## config.mk

```make
export PLATFORM = sky130hd
export DESIGN_NAME = store_buffer_ctrl
export DESIGN_NICKNAME = d
export VERILOG_FILES = /design/src/rtl/store_buffer_ctrl.sv
export SDC_FILE = /design/constraint.sdc
export NUM_CORES = 1
export LEC_CHECK = 0
export ABC_AREA = 1
export CAP_MARGIN = 30
export CORE_MARGIN = 2
export CORE_UTILIZATION = 57
export CTS_BUF_LIST = sky130_fd_sc_hd__clkbuf_2 sky130_fd_sc_hd__clkbuf_4 sky130_fd_sc_hd__clkbuf_8
export DETAILED_ROUTE_END_ITERATION = 8
export GPL_ROUTABILITY_DRIVEN = 0
export PLACE_DENSITY = 0.82
export SLEW_MARGIN = 20
export SYNTH_ARGS = -nofsm -noshare
export SYNTH_HDL_FRONTEND = slang
export SYNTH_SLANG_ARGS = --single-unit
```

## constraint.sdc

```tcl
create_clock -name clk -period 4.15 [get_ports clk]
set_input_delay 0.415 -clock clk [delete_from_list [all_inputs] [get_ports clk]]
set_output_delay 0.415 -clock clk [all_outputs]
set_load 0.01 [all_outputs]
```

## src/rtl/store_buffer_ctrl.sv

```systemverilog
// Posted-write store buffer: aligns and lane-places SB/SH/SW stores, queues them in a
// DEPTH-entry FIFO and drains them to data memory over a req/ack handshake.
module store_buffer_ctrl #(
  parameter int unsigned DEPTH = 4
) (
  input  logic                       clk,
  input  logic                       rst_n,
  input  logic                       st_valid,
  input  logic                       st_byte,
  input  logic                       st_hw,
  input  logic                       st_word,
  input  logic [31:0]                st_addr,
  input  logic [31:0]                st_data,
  output logic                       st_ready,
  input  logic                       drain,
  output logic                       drain_done,
  input  logic                       ld_check,
  input  logic [31:0]                ld_addr,
  output logic                       ld_hazard,
  output logic                       mem_req,
  output logic [31:0]                mem_addr,
  output logic [31:0]                mem_wdata,
  output logic [3:0]                 mem_be,
  input  logic                       mem_ack,
  output logic                       misalign_err,
  output logic [$clog2(DEPTH):0]     count
);

  localparam int unsigned PW = $clog2(DEPTH);
  localparam int unsigned CW = PW + 1;

  typedef enum logic {IDLE, REQ} state_t;

  state_t              state;
  logic [PW-1:0]       wr_ptr;
  logic [PW-1:0]       rd_ptr;
  logic [DEPTH-1:0]    ent_vld;
  logic [29:0]         ent_addr [DEPTH];
  logic [31:0]         ent_data [DEPTH];
  logic [3:0]          ent_be   [DEPTH];
  logic                drain_fired;

  logic                sz_any;
  logic                aligned;
  logic [31:0]         lane_data;
  logic [3:0]          lane_be;
  logic                push;
  logic                pop;
  logic [CW-1:0]       count_nxt;

  always_comb begin
    sz_any    = st_byte | st_hw | st_word;
    aligned   = 1'b1;
    lane_data = st_data;
    lane_be   = 4'b1111;
    if (st_byte) begin
      lane_data = {4{st_data[7:0]}};
      lane_be   = 4'b0001 << st_addr[1:0];
    end else if (st_hw) begin
      aligned   = ~st_addr[0];
      lane_data = {2{st_data[15:0]}};
      lane_be   = st_addr[1] ? 4'b1100 : 4'b0011;
    end else begin
      aligned   = (st_addr[1:0] == 2'b00);
    end
  end

  // Ready comes only from the registered count, so a pop cannot free a slot for a same-cycle push
  assign st_ready  = (count < CW'(DEPTH)) & ~drain;
  assign push      = st_valid & st_ready & sz_any & aligned;
  assign pop       = (state == REQ) & mem_ack;
  assign count_nxt = count + CW'(push) - CW'(pop);

  assign mem_req   = (state == REQ);
  assign mem_addr  = mem_req ? {ent_addr[rd_ptr], 2'b00} : '0;
  assign mem_wdata = mem_req ? ent_data[rd_ptr] : '0;
  assign mem_be    = mem_req ? ent_be[rd_ptr] : '0;

  // Comparing the full address with its own low bits keeps the match on word granularity
  always_comb begin
    ld_hazard = 1'b0;
    for (int unsigned i = 0; i < DEPTH; i++) begin
      if (ent_vld[i] && ({ent_addr[i], ld_addr[1:0]} == ld_addr)) ld_hazard = 1'b1;
    end
    ld_hazard = ld_hazard & ld_check;
  end

  always_ff @(posedge clk) begin
    if (push) begin
      ent_addr[wr_ptr] <= st_addr[31:2];
      ent_data[wr_ptr] <= lane_data;
      ent_be[wr_ptr]   <= lane_be;
    end
  end

  always_ff @(posedge clk or negedge rst_n) begin
    if (!rst_n) begin
      state        <= IDLE;
      wr_ptr       <= '0;
      rd_ptr       <= '0;
      count        <= '0;
      ent_vld      <= '0;
      misalign_err <= 1'b0;
      drain_done   <= 1'b0;
      drain_fired  <= 1'b0;
    end else begin
      count        <= count_nxt;
      misalign_err <= st_valid & sz_any & ~aligned;
      if (push) begin
        ent_vld[wr_ptr] <= 1'b1;
        wr_ptr          <= wr_ptr + 1'b1;
      end
      if (pop) begin
        ent_vld[rd_ptr] <= 1'b0;
        rd_ptr          <= rd_ptr + 1'b1;
      end
      case (state)
        IDLE: if (count != '0) state <= REQ;
        REQ:  if (pop && (count_nxt == '0)) state <= IDLE;
        default: state <= IDLE;
      endcase
      if (drain && (count == '0) && (state == IDLE) && !drain_fired) begin
        drain_done  <= 1'b1;
        drain_fired <= 1'b1;
      end else begin
        drain_done  <= 1'b0;
        if (!drain) drain_fired <= 1'b0;
      end
    end
  end

endmodule
```

==> metrics list, run 1 <==
- Post-synthesis instance area: 13400 sq um
- The layout has 1671 filler cells.
- Fraction of final layout cells sized beyond drive strength 1: 0.0647
* IO Port Bufs: 176
* Final count of hold timing violations: 0
- Setup repair after global routing left no endpoint under its margin.
- Buffer levels on the longest clock path: 3
* Worst setup SP type: flop
- Final global-route overflow total: 0
* Internal Dissipation: 6.22 mW
* Final standard cell count with taps included and fillers excluded: 1927
* Boundary Pins: 181
- Type of element capturing the critical path: output pin
- The first detailed-routing pass took 6 iterations.
- Total number of vias: 10500
- In this run, synthesis produced a sequential element count of 279.
* CTS clock-pin slew for the worst setup and hold paths: 0.06 ns
- LEAKAGE: 6.41 nW
- For this design, the sink count on the clock tree is 279.
- In the routed design, unresolved DRC markers number 0.
- The placed instances occupy a cell area of 15500 sq um.
- In this run, the number of DRC markers left after iteration 0 of detailed routing was 1145.
- Data arrival time of the critical path: 3.12 ns
- Final-report setup violation count: 0
- Switching pwr: 3.24 mW
- Of the available clock period, the critical path in the final layout requires 0.852.
- The share of total power dissipated in the clock network is 0.252.
* Avg WL per Cell: 17.9 microns
* First-pass GRT wire length: 52000 microns
- Core Area: 23300 sq um
- Leaving out fill and tap cells, the most frequent cell in the layout is sky130_fd_sc_hd__nand2_1.
- Including well taps, the total number of placed cells is 1844.
- Hold repair after CTS inserted 0 buffers.
- The most critical setup path has its startpoint at rd_ptr[0].
* Max-slew violation count: 0
- The initialized floorplan defines 56 standard-cell rows.
- Of the post-synthesis cell area, the dominant cell type holds 0.590.
- In the final layout, the multi-input gates occupy 4210 sq um.
- Worst-case headroom to the max-slew limit: 0.453
- Category of the critical setup timing path: reg2out
- Number of gates resized after cts: 0
* Post-Syn Instances: 1400
* Slowest stage cell on the critical path: sky130_fd_sc_hd__dfrtp_4
* Switching part of the total: 0.343
* Clock insertion delay at the later pin of the skew report: 0.55 ns
- The share of total power dissipated in combinational logic is 0.387.
* Shortest clock period the worst path allows after layout: 3.53 ns
- Register area: 8310 sq um
- For the final database, setup skew stands at 0.0143 ns.
- Yosys attributes the largest share of cell area to sky130_fd_sc_hd__edfxtp_1 59%, sky130_fd_sc_hd__nand2_1 8.4%, sky130_fd_sc_hd__nor2_1 6.3%.
- Depth of the most critical reg-to-reg path: 11
- Max-cap violations in this run came to 0.
* Power per Cell Area: 578 nW/um^2
* Leading cell types in the layout, fill and taps excluded: 299 x sky130_fd_sc_hd__nand2_1, 264 x sky130_fd_sc_hd__edfxtp_1, 226 x sky130_fd_sc_hd__nor2_1, 176 x sky130_fd_sc_hd__clkdlybuf4s50_1, 162 x sky130_fd_sc_hd__o21ai_0
* Pin count of the biggest net entering global routing: 111
* Max Clock Freq: 283 MHz
* Share of total power in sequential cells: 0.362
- Vias in the first global route: 10200
* Hold slack final: 0.311 ns
- Path type of the worst min-delay path: in2async
* Aggregate negative setup slack: 0 ns
- Of all nets on the critical path, the largest fanout is 82.
- TritonCTS clock tree: built
- Avg Inst Size Synth: 9.60 sq um
- The H-tree was split into 2 levels.
- CTS root buffer: sky130_fd_sc_hd__clkbuf_8
- Critical R2R Capture: mem_req
- The number of antenna violations at the first check in global routing came to 1.
- From left edge to right edge, the die measures 158 microns.
- The run finished with clean final reports.
- Yosys mapped the design onto 37 distinct sky130hd cell types.
* Delay of the slowest cell on the worst path: 0.63 ns
- Count of nets after finishing: 1688
- The worst register-to-register path has a setup slack of 1.66 ns.
- Seq/Total Area, Yosys: 0.618
* Data required time at the worst endpoint: 3.73 ns
- Transition at the pin with the smallest max-transition slack: 0.819 ns
* CTS buffer count: 45
- Across the VDD grid, the largest voltage drop is 398 uV.
- Detailed placement finished with a half-perimeter wire length of 22200 microns.
- The die covers 24800 sq um.
* Area growth, synth to finish: 21.9%
- Detailed-route wire length: 34500 microns
* Kind of cell adding the most delay to the critical path: buffers and inverters
- Cell-by-cell trace of the critical path: clkinv_2 > buf_4 > o21ai_0 > a21oi_1 > clkdlybuf4s50_1
- In this run the critical register-to-register path is launched from mem_req.
* Primary FF master, synth: sky130_fd_sc_hd__edfxtp_1
- In the synthesized netlist the async set-or-reset flop fraction comes to 0.0538.
- The Yosys step of the flow raised 0 warnings.
- Count of antenna-violating nets left after detailed routing: 0
- Final design utilization: 0.702
- For this configuration, the core starts out at a cell density of 0.576.
* Die height: 158 microns
* Total track usage: 0.277
- Counting flops with a built-in enable in the synthesized netlist gives 264.
- Buffers & Inverters on Critical Path: 3
- The biggest area contributor in the post-synthesis netlist is sky130_fd_sc_hd__edfxtp_1.
* Post-route cell area: 16400 sq um
* Buffers inserted by post-CTS timing repair: 0
- Dividing the detail-routed via count by the number of cells gives 5.44.
-- per-stage QoR --
step / power [mW] / worst slack (ns)
after global routing: 9.96 / 0.486
after detailed placement: 7.11 / 0.766
after floorplan: 5.43 / 1.01
final: 9.47 / 0.616
after CTS: 9.50 / 0.649
after global placement: 7.04 / 0.825
-- synth_stat cells (6+ instances only) --
master	count
sky130_fd_sc_hd__nand2_1	299
sky130_fd_sc_hd__edfxtp_1	264
sky130_fd_sc_hd__nor2_1	226
sky130_fd_sc_hd__o21ai_0	162
sky130_fd_sc_hd__inv_1	159
sky130_fd_sc_hd__a21oi_1	111
sky130_fd_sc_hd__xnor2_1	40
sky130_fd_sc_hd__clkbuf_1	31
sky130_fd_sc_hd__dfrtp_1	15
sky130_fd_sc_hd__buf_2	13
sky130_fd_sc_hd__nand4_1	12
sky130_fd_sc_hd__ha_1	10
sky130_fd_sc_hd__clkbuf_2	8
sky130_fd_sc_hd__xor2_1	6
-- sequential cells by signal, indices dropped and copies added (netlist names) --
register      cells
count             3
drain_done        1
drain_fired       1
ent_addr        120
ent_be           16
ent_data        128
ent_vld           4
mem_req           1
misalign_err      1
rd_ptr            2
wr_ptr            2
-- worst max path at each step --
stage,endpoint,slack (ns),cells past startpoint
after floorplan,ent_addr[0][0],1.01,6
after CTS,mem_wdata[9],0.65,5
after detailed placement,mem_req,0.77,14
final,mem_wdata[9],0.62,5
after global placement,mem_req,0.83,14
after global routing,mem_wdata[8],0.49,5
-- cell type report --
type | instances | share of cell area
clock buffer | 66 | 0.0482
sequential | 279 | 0.507
tap | 319 | 0.0244
antenna | 1 | 0.000153
clock inverter | 16 | 0.00763
multi-input combinational | 894 | 0.257
inverter | 164 | 0.0381
timing repair buffer | 188 | 0.118
-- routing by layer --
metal | track usage | part of all wire | vias up
met2 | 0.468 | 0.49 | 563
met4 | 0.123 | 0.034 | 2
met1 | 0.344 | 0.38 | 4850
met3 | 0.0600 | 0.094 | 91
met5 | 0 | 0.00041 | -
li1 | - | - | 4970
-- logic make-up after synthesis --
logic type,count (synthesis),share of synthesized area
other cells,1,0.000279
flops,279,0.618
fa+ha+maj,11,0.0108
buf+inv,228,0.0701
compound gates,286,0.111
xor+xnor,46,0.0300
simple gates,549,0.160
-- power by group through the flow --
stage | Sequential (mW) | Combinational [mW] | Clock, mW
2_1_floorplan | 3.42 | 2.02 | 0
3_3_place_gp | 3.47 | 3.57 | 0
3_5_place_dp | 3.48 | 3.64 | 0
4_1_cts | 3.42 | 3.66 | 2.42
5_1_grt | 3.44 | 3.99 | 2.53
6_report | 3.42 | 3.66 | 2.38
Note: power is estimated with default switching activity, not from simulation.
==> run 2, diff against run 1 <==
--- a/config.mk
+++ b/config.mk
@@ -9,3 +9,2 @@
 export CAP_MARGIN = 30
-export CORE_MARGIN = 2
 export CORE_UTILIZATION = 57
==> constraint.sdc (replaced) <==
create_clock -name clk -period 4.15 [get_ports clk]
set_input_delay 0.83 -clock clk [delete_from_list [all_inputs] [get_ports clk]]
set_output_delay 0.83 -clock clk [all_outputs]
set_load 0.01 [all_outputs]
==> run 2 against run 1 <==
Combinational power is 1% higher. Final area is 0.21% lower. Power shrank 0.91%. Sequential cell count unchanged. Final cell count fell by 0.42%. Count of clock-buffer cells in the layout is 3 lower. Largest cell class unchanged. Largest power group unchanged.
==> metrics list, run 2 (synthesized netlist as in run 1, its figures left out) <==
* Max rail drop VDD: 431 uV (was 398 uV)
- Slack of the worst reg-to-reg path: 1.59 ns (was 1.66 ns)
- The static leakage came to 6.41 nW (about the same).
- The final sum of negative setup slack came to 0 ns (unchanged).
- The actual slew at the worst max-slew pin is 0.732 ns (was 0.819 ns).
* Period utilization: 0.917 (was 0.852)
- The area of the die was 24200 sq um (was 24800 sq um).
- The total congestion overflow is 0 (unchanged).
* Max-slew violation count: 0 (unchanged)
- The hold-fix buffer count after cts came to 0 (unchanged).
- The number of non-filler instances in the completed layout was 1919 (was 1927).
* Mean number of vias per cell: 5.48 (was 5.44)
- The sequential standard cell area was 8310 sq um (unchanged).
- Boundary Pins: 181 (unchanged)
- The maximum number of pins on one net before global-route repair is 76 (was 111).
- Final setup margin: 0.346 ns (was 0.616 ns)
- Placed cell count: 1842 (was 1844)
- The clock period minus worst slack was 3.80 ns (was 3.53 ns).
- The clock root buffer master is sky130_fd_sc_hd__clkbuf_8 (unchanged).
- The DRC violations left came to 0 (unchanged).
- The total via count in the routed design is 10500 (about the same).
- The count of cells resized by post-cts repair was 0 (unchanged).
* Path type of the worst min-delay path: reg2reg (was in2async)
- The latest clock arrival within the worst-skew pair came to 0.54 ns (was 0.55 ns).
- Power per Cell Area: 574 nW/um^2 (was 578 nW/um^2)
- Post-route cell area: 16400 sq um (about the same)
* Initial antenna violation count: 0 (was 1)
* Count of nets after finishing: 1692 (was 1688)
- Buffer levels on the longest clock path: 3 (unchanged)
- The number of clock sinks is 279 (unchanged).
- The number of CTS-inserted buffers was 44 (was 45).
- Area taken by multi-input logic gates: 4210 sq um (unchanged)
- The buffers inserted during post-CTS setup optimization came to 0 (unchanged).
- The final worst clock skew was 0.00933 ns (was 0.0143 ns).
- Pre-CTS worst setup slack: 0.305 ns (was 0.766 ns)
- The maximum level of the CTS H-tree is 2 (unchanged).
- The post-detailed-route count of antenna-violating nets is 0 (unchanged).
* Share of total power in sequential cells: 0.368 (was 0.362)
- Combinational Power Share: 0.394 (was 0.387)
- First-pass GRT wire length: 53000 microns (was 52000 microns)
- Largest registers in the final layout: ent_data: 128 flops, ent_addr: 120 flops, ent_be: 16 flops (unchanged)
- The layout cell share with drive strength beyond 1 was 0.0642 (was 0.0647).
- Switching pwr: 3.24 mW (about the same)
- Total track usage: 0.290 (was 0.277)
* Die height: 156 microns (was 158 microns)
* Final design utilization: 0.716 (was 0.702)
* TritonCTS clock tree: built (unchanged)
* Detailed-route wire length: 34900 microns (was 34500 microns)
* Half-perimeter wire length after detailed placement: 22400 microns (was 22200 microns)
- Final count of hold timing violations: 0 (unchanged)
- Final-report setup violation count: 0 (unchanged)
- The relative max-transition margin came to 0.511 (was 0.453).
* Flip-flop count of the largest register after layout: 128 (unchanged)
* Avg WL per Cell: 18.2 microns (was 17.9 microns)
* Clock power share: 0.238 (was 0.252)
- The chip width was 156 microns (was 158 microns).
- Post-placement cell area: 15500 sq um (about the same)
- Core Area: 22800 sq um (was 23300 sq um)
* Data required time at the worst endpoint: 3.32 ns (was 3.73 ns)
* Type of element capturing the critical path: output pin (unchanged)
- Category of the critical setup timing path: reg2out (unchanged)
* Status: completed (unchanged)
- Row count: 55 (was 56)
- Vias in the first global route: 10100 (was 10200)
- Data arrival time of the critical path: 2.97 ns (was 3.12 ns)
- CTS clock-pin slew for the worst setup and hold paths: 0.06 ns (about the same)
- Register with the most flip-flops: ent_data (unchanged)
- Unrepaired setup endpoints after global routing: false (unchanged).
* DRC violation total after the first TritonRoute iteration: 1054 (was 1145)
- The number of port buffers was 176 (unchanged).
* Area growth, synth to finish: 21.7% (was 21.9%)
- The number of detailed-routing iterations run before antenna repair was 5 (was 6).
* Filler cell count: 1697 (was 1671)
- The element type at the critical path start is a flop (unchanged).
* Max Clock Freq: 263 MHz (was 283 MHz)
- Leading cell type in the layout, fill and taps excluded: sky130_fd_sc_hd__nand2_1 (unchanged)
- Internal Dissipation: 6.14 mW (was 6.22 mW)
* Max-cap violation count: 0 (unchanged)
* Leading cell types in the layout, fill and taps excluded: 299 x sky130_fd_sc_hd__nand2_1, 264 x sky130_fd_sc_hd__edfxtp_1, 226 x sky130_fd_sc_hd__nor2_1, 176 x sky130_fd_sc_hd__clkdlybuf4s50_1, 162 x sky130_fd_sc_hd__o21ai_0 (unchanged)
- The initial core utilization was 0.588 (was 0.576).
- Switching part of the total: 0.345 (was 0.343)
- The largest driver fanout on the critical path was 38 (was 82).
[run 2: cell count changes in the layout (fill, tap and decap cells not counted), sizes merged]
cell	change
buf	+5
bufinv	-2
clkbuf	-3
clkinv	+1
clkinvlp	-2
inv	-1
[run 2: area by class of cell]
cell class,count,area share
Clock buffer,63,0.0488
Inverter,164,0.0383
Tap cell,313,0.0239
Multi-Input combinational cell,894,0.258
Clock inverter,12,0.00314
Antenna cell,1,0.000153
Sequential cell,279,0.508
Timing Repair Buffer,193,0.120
[run 2: worst max-delay path: stages (launching register included)]
cell	delay, ns
sky130_fd_sc_hd__dfrtp_4	0.75
sky130_fd_sc_hd__buf_4	0.47
sky130_fd_sc_hd__nor2_1	0.09
sky130_fd_sc_hd__nor2_1	0.10
sky130_fd_sc_hd__o21ai_0	0.09
sky130_fd_sc_hd__a21oi_1	0.30
sky130_fd_sc_hd__clkdlybuf4s50_1	0.61
[run 2: path summary, 6_finish.rpt]
kind / start / end / cells past startpoint
setup reg to reg: mem_req / mem_req / 11
hold reg to reg: drain_fired / drain_done / 1
max in group asynchronous: rst_n / rd_ptr[0] / 1
hold / removal: drain_fired / drain_done / 1
setup / recovery: rd_ptr[0] / mem_wdata[9] / 6
min in group asynchronous: rst_n / drain_done / 1
[run 2: stage by stage]
step,hold slack [ns],power [mW]
after floorplan,0.408,5.43
after global placement,0.419,7.05
after detailed placement,0.427,7.13
after CTS,0.435,9.37
after global routing,0.467,9.89
final,0.437,9.38
[run 2: layer usage]
| layer | vias up | share of wire | routed length (microns) | global-route usage |
|---|---|---|---|---|
| met5 | - | 0 | 0 | 0 |
| met4 | 0 | 0.034 | 1170 | 0.107 |
| met3 | 95 | 0.094 | 3290 | 0.0461 |
| met2 | 554 | 0.50 | 17300 | 0.502 |
| met1 | 4906 | 0.38 | 13100 | 0.369 |
| li1 | 4967 | - | - | - |
[run 2: power groups by stage]
| stage | Sequential (mW) | Combinational [mW] | Clock [mW] |
|---|---|---|---|
| global route | 3.47 | 4.04 | 2.38 |
| floorplan | 3.42 | 2.02 | 0 |
| global placement | 3.53 | 3.51 | 0 |
| CTS | 3.49 | 3.62 | 2.27 |
| detailed placement | 3.54 | 3.59 | 0 |
| finish | 3.45 | 3.70 | 2.23 |
